<file path="config.mk">
export PLATFORM = sky130hd
export DESIGN_NAME = aes_round_ctrl
export DESIGN_NICKNAME = d
export VERILOG_FILES = /design/src/rtl/aes_round_ctrl.sv
export SDC_FILE = /design/constraint.sdc
export NUM_CORES = 1
export LEC_CHECK = 0
export BUFFER_PORTS_ARGS = -buffer_cell sky130_fd_sc_hd__buf_4
export CELL_PAD_IN_SITES_DETAIL_PLACEMENT = 1
export CELL_PAD_IN_SITES_GLOBAL_PLACEMENT = 2
export CORE_AREA = 2 2 325 327
export CTS_CLUSTER_DIAMETER = 50
export CTS_CLUSTER_SIZE = 8
export DETAILED_ROUTE_END_ITERATION = 10
export DIE_AREA = 0 0 327 329
export PLACE_DENSITY = 0.55
export SKIP_CTS_REPAIR_TIMING = 1
export SYNTH_ARGS = -nofsm -noshare
export SYNTH_HDL_FRONTEND = slang
export SYNTH_SLANG_ARGS = --single-unit
</file>
<file path="constraint.sdc">
create_clock -name clk -period 9.2 [get_ports clk]
set_input_delay 0.92 -clock clk [delete_from_list [all_inputs] [get_ports clk]]
set_output_delay 0.92 -clock clk [all_outputs]
set_load 0.02 [all_outputs]
</file>
<file path="src/rtl/aes_round_ctrl.sv">
// rtl/aes_round_ctrl.sv - iterative AES-128 round sequencer with on-the-fly key expansion
// Optional AES_BACK_TO_BACK_EN: accept the next block during the DONE output handshake.
module aes_round_ctrl #(
  parameter int NR = 10
) (
  input  logic         clk,
  input  logic         rst,
  input  logic         in_valid,
  output logic         in_ready,
  input  logic [127:0] in_pt,
  input  logic [127:0] in_key,
  output logic         out_valid,
  input  logic         out_ready,
  output logic [127:0] out_ct,
  output logic [127:0] dp_state,
  output logic [127:0] dp_key,
  output logic         dp_final,
  input  logic [127:0] dp_result,
  output logic [31:0]  sw_in,
  input  logic [31:0]  sw_out
);

  typedef enum logic [1:0] {IDLE, ROUND, DONE} fsm_e;

  fsm_e         fsm_q, fsm_d;
  logic [127:0] state_q, state_d;
  logic [127:0] key_q, key_d;
  logic [3:0]   rnd_q, rnd_d;

  logic [7:0]   rcon;
  logic [31:0]  t, w0, w1, w2, w3;
  logic [127:0] next_key;
  logic         last_rnd;
  logic         accept;

  always_comb begin
    case (rnd_q)
      4'd1:    rcon = 8'h01;
      4'd2:    rcon = 8'h02;
      4'd3:    rcon = 8'h04;
      4'd4:    rcon = 8'h08;
      4'd5:    rcon = 8'h10;
      4'd6:    rcon = 8'h20;
      4'd7:    rcon = 8'h40;
      4'd8:    rcon = 8'h80;
      4'd9:    rcon = 8'h1b;
      4'd10:   rcon = 8'h36;
      default: rcon = 8'h00;
    endcase
  end

  // Key schedule step: external S-box supplies SubWord(RotWord(w3))
  always_comb begin
    t  = sw_out ^ {rcon, 24'h0};
    w0 = key_q[127:96] ^ t;
    w1 = key_q[95:64]  ^ w0;
    w2 = key_q[63:32]  ^ w1;
    w3 = key_q[31:0]   ^ w2;
  end

  assign next_key = {w0, w1, w2, w3};
  assign sw_in    = {key_q[23:0], key_q[31:24]};
  assign last_rnd = (rnd_q == 4'(NR));
  assign dp_state = state_q;
  assign out_ct   = state_q;

  always_comb begin
    fsm_d     = fsm_q;
    state_d   = state_q;
    key_d     = key_q;
    rnd_d     = rnd_q;
    in_ready  = 1'b0;
    out_valid = 1'b0;
    dp_key    = '0;
    dp_final  = 1'b0;
    accept    = 1'b0;
    case (fsm_q)
      IDLE: begin
        in_ready = 1'b1;
        accept   = in_valid;
      end
      ROUND: begin
        dp_key   = next_key;
        dp_final = last_rnd;
        state_d  = dp_result;
        key_d    = next_key;
        if (last_rnd) begin
          fsm_d = DONE;
        end else begin
          rnd_d = rnd_q + 4'd1;
        end
      end
      DONE: begin
        out_valid = 1'b1;
`ifdef AES_BACK_TO_BACK_EN
        in_ready  = out_ready;
        accept    = in_valid & out_ready;
`endif
        if (out_ready) begin
          fsm_d = IDLE;
        end
      end
      default: fsm_d = IDLE;
    endcase
    // A new pair always wins, including the back-to-back handoff out of DONE
    if (accept) begin
      state_d = in_pt ^ in_key;
      key_d   = in_key;
      rnd_d   = 4'd1;
      fsm_d   = ROUND;
    end
  end

  always_ff @(posedge clk or posedge rst) begin
    if (rst) begin
      fsm_q   <= IDLE;
      state_q <= '0;
      key_q   <= '0;
      rnd_q   <= '0;
    end else begin
      fsm_q   <= fsm_d;
      state_q <= state_d;
      key_q   <= key_d;
      rnd_q   <= rnd_d;
    end
  end

endmodule
</file>
==> qor.yml <==
power_and_ir_drop:
  power_density_nw_per_um2: 553
  p_leak_nw: 12.6
  power_w: 0.0144
  ir_worst_vdd_mv: 0.204
floorplanning:
  die_area_sq_um: 108000
  die_y_um: 329
  die_x_um: 327
  ios: 839
  core_area_sq_um: 104000
  rows: 119
  start_util_pct: 16.1
placement:
  dpl.hpwl_mm: 67.9
  place_congestion: 0.823
  io_buffers: 838
routing:
  dr.pass1.iters: 5
  vias_per_cell: 4.13
  drc: 0
  wire_per_inst_um: 23.1
  vias: 16302
  routed_wl_mm: 91.3
  drtIter0Drc: 769
  ant_nets: 0
worst_setup_path:
  max_stage_delay_ns: 0.71
  slowest_stage: "dfrtp_1"
  cp_top_family: "simple AND/OR/NAND/NOR gates"
  cp_num_buf_inv: 2
  crit_arrival_ns: 3.43
  r2r_cells: 6
  crit_type: "register to output port"
  cp-end-kind: "output port"
  worstPathRequired_ns: 8.28
  timing.rr.start: "fsm_q[0]"
  crit_chain: "nand2b_4 -> buf_12 -> nor2_1 -> buf_4"
  crit_fanout: 171
  rr_endpoint: "rnd_q[3]"
  r2r_setup_slack_ns: 5.98
  critPathLaunchType: "register"
sta:
  tightest_slew_ns: 1.20
  relSlewSlack_pct: 19.8
  rsz0062_at_grt: "false"
  fmaxAchievable_mhz: 230
  timing.setup.tns_ns: 0
  final-setup-viol-count: 0
  hold_viol_final: 0
  skew_ns: 0.0242
  slew_violations: 0
  finalCritPeriodShare_pct: 47.3
  min_period_ns: 4.35
global_route:
  grt_antenna_before_repair: 7
  grt_pass1_vias: 17368
  track_usage_pct: 16.2
  grt_max_degree: 172
  grt_pass1_wl_mm: 127
  grt_overflow: 0
cts:
  clkLatencyLatePin_ns: 0.61
  cts_made_buffers: 71
  root_buffer: "clkbuf_16"
  h-tree-depth: 3
  clock_path_buffers: 3
  cts.sinks: 262
  cts.clk_slew.worst_paths_ns: 0.05
  cts_tree: "yes"
final_layout:
  drive_gt1_share_pct: 40.2
  area_growth_pct: 55.2
  nNetsFinal: 2924
yosys:
  synth_warnings: 0
  syn_inst: 1846
  syn_nets: 2272
  synth_top_area_share_pct: 39.1
  synth-edff-count: 0
  ys_top_cells_by_area: "dfrtp_1 (39%), xor2_1 (8.0%), buf_4 (7.7%)"
  ys_async_sr_fraction_pct: 100
  yosysUniqueCellTypes: 45
  synth_most_common_cell: "nand2_1"
  synth_top_area_cell: "dfrtp_1"
  ys.flop_type: "dfrtp_1"
  ys_seq_area_share_pct: 39.1
  synth.avg_cell_area_sq_um: 9.09
  syn_area_sq_um: 16800
  synth_seq_cells: 262
  synthTopCellsByCount: "nand2_1 (312), dfrtp_1 (262), nor2_1 (240)"
job:
  max_cap_viol_count: 0
status:
  status: "completed"
min_path:
  min-delay-path-class: "input port to async pin"
logic make-up (layout without fill, tap and decap cells):
kind of cell | Yosys count | in the layout | synth area share [%]
AND/OR/NAND/NOR | 619 | 619 | 14.9
AO/OA/AOI/OAI | 367 | 367 | 15.7
buffers and inverters | 304 | 1014 | 11.1
XOR/XNOR | 284 | 284 | 18.5
flip-flops | 262 | 262 | 39.1
adder cells (fa/ha/maj) | 6 | 6 | 0.447
multiplexers | 4 | 4 | 0.239
other | 0 | 4 | 0
worst register-to-register path: stages, from the launching register on:
cell      delay (ns)
dfrtp_1         0.71
nand2b_4        0.56
buf_12          0.44
a21oi_1         0.96
nor2_1          0.12
o21ai_0         0.20
o21ai_0         0.10
how the worst max path moves through the flow:
stage          slack [ns]          end  cells after the start  startpoint
2_1_floorplan        1.07  dp_state[0]                      1         rst
3_3_place_gp         5.44   dp_key[30]                      7  sw_out[30]
3_5_place_dp         5.51   dp_key[30]                      7  sw_out[30]
4_1_cts              4.96  dp_key[123]                      4    fsm_q[0]
5_1_grt              4.84   dp_key[64]                      4    fsm_q[0]
6_report             4.85  dp_key[123]                      4    fsm_q[0]
where the power goes:
group | internal [W] | switching [W]
registers | 0.00179 | 0.000718
clock network | 0.00209 | 0.000863
logic | 0.00362 | 0.00533
cell type report:
type / count / area [sq um]
Antenna cell: 4 / 10.0
Clock buffer: 91 / 2070
Clock inverter: 40 / 699
Fill cell: 12150 / 78300
Inverter: 33 / 131
Multi-Input combinational cell: 1280 / 8410
Sequential cell: 262 / 6560
Tap cell: 1391 / 1740
Timing Repair Buffer: 850 / 6430
registers in the layout, indices dropped and copies added, names as in the netlist:
register,cells
rnd_q,4
dp_state,128
fsm_q,2
key_q,128
metrics by stage:
stage | cells | utilization [%] | setup WS [ns] | hold WS [ns] | cell area, sq um
2_1_floorplan | 1846 | - | 1.07 | 0.490 | 16800
3_3_place_gp | 3816 | 22.3 | 5.44 | 0.510 | 23300
3_5_place_dp | 3816 | 22.3 | 5.51 | 0.512 | 23300
4_1_cts | 3947 | 24.9 | 4.96 | 0.279 | 26000
5_1_grt | 3950 | 24.9 | 4.84 | 0.308 | 26000
6_report | 3951 | 25.0 | 4.85 | 0.301 | 26000
cells in the final DEF (no fill, tap or decap), types with 6 or more instances in the layout:
cell / n
nor2b_1: 18
clkbuf_8: 13
dfrtp_1: 262
a31oi_1: 129
a221o_1: 86
clkbuf_16: 75
clkinv_2: 9
xnor3_1: 26
inv_1: 31
a21oi_1: 32
nand2_1: 312
o211a_1: 24
nor2_1: 239
xor2_1: 153
xnor2_2: 29
o21ai_0: 69
xnor2_1: 72
a211o_1: 9
bufinv_16: 18
ha_1: 6
buf_4: 846
and2_1: 18
and3_1: 12
clkinvlp_4: 9
per-layer routing:
| metal | track usage [%] | routed length [um] |
|---|---|---|
| met2 | 27.4 | 44600 |
| met5 | 0 | 28 |
| met3 | 3.56 | 5320 |
| met1 | 20.2 | 38700 |
| met4 | 5.99 | 2620 |
Power figures use the tool's default switching activity.
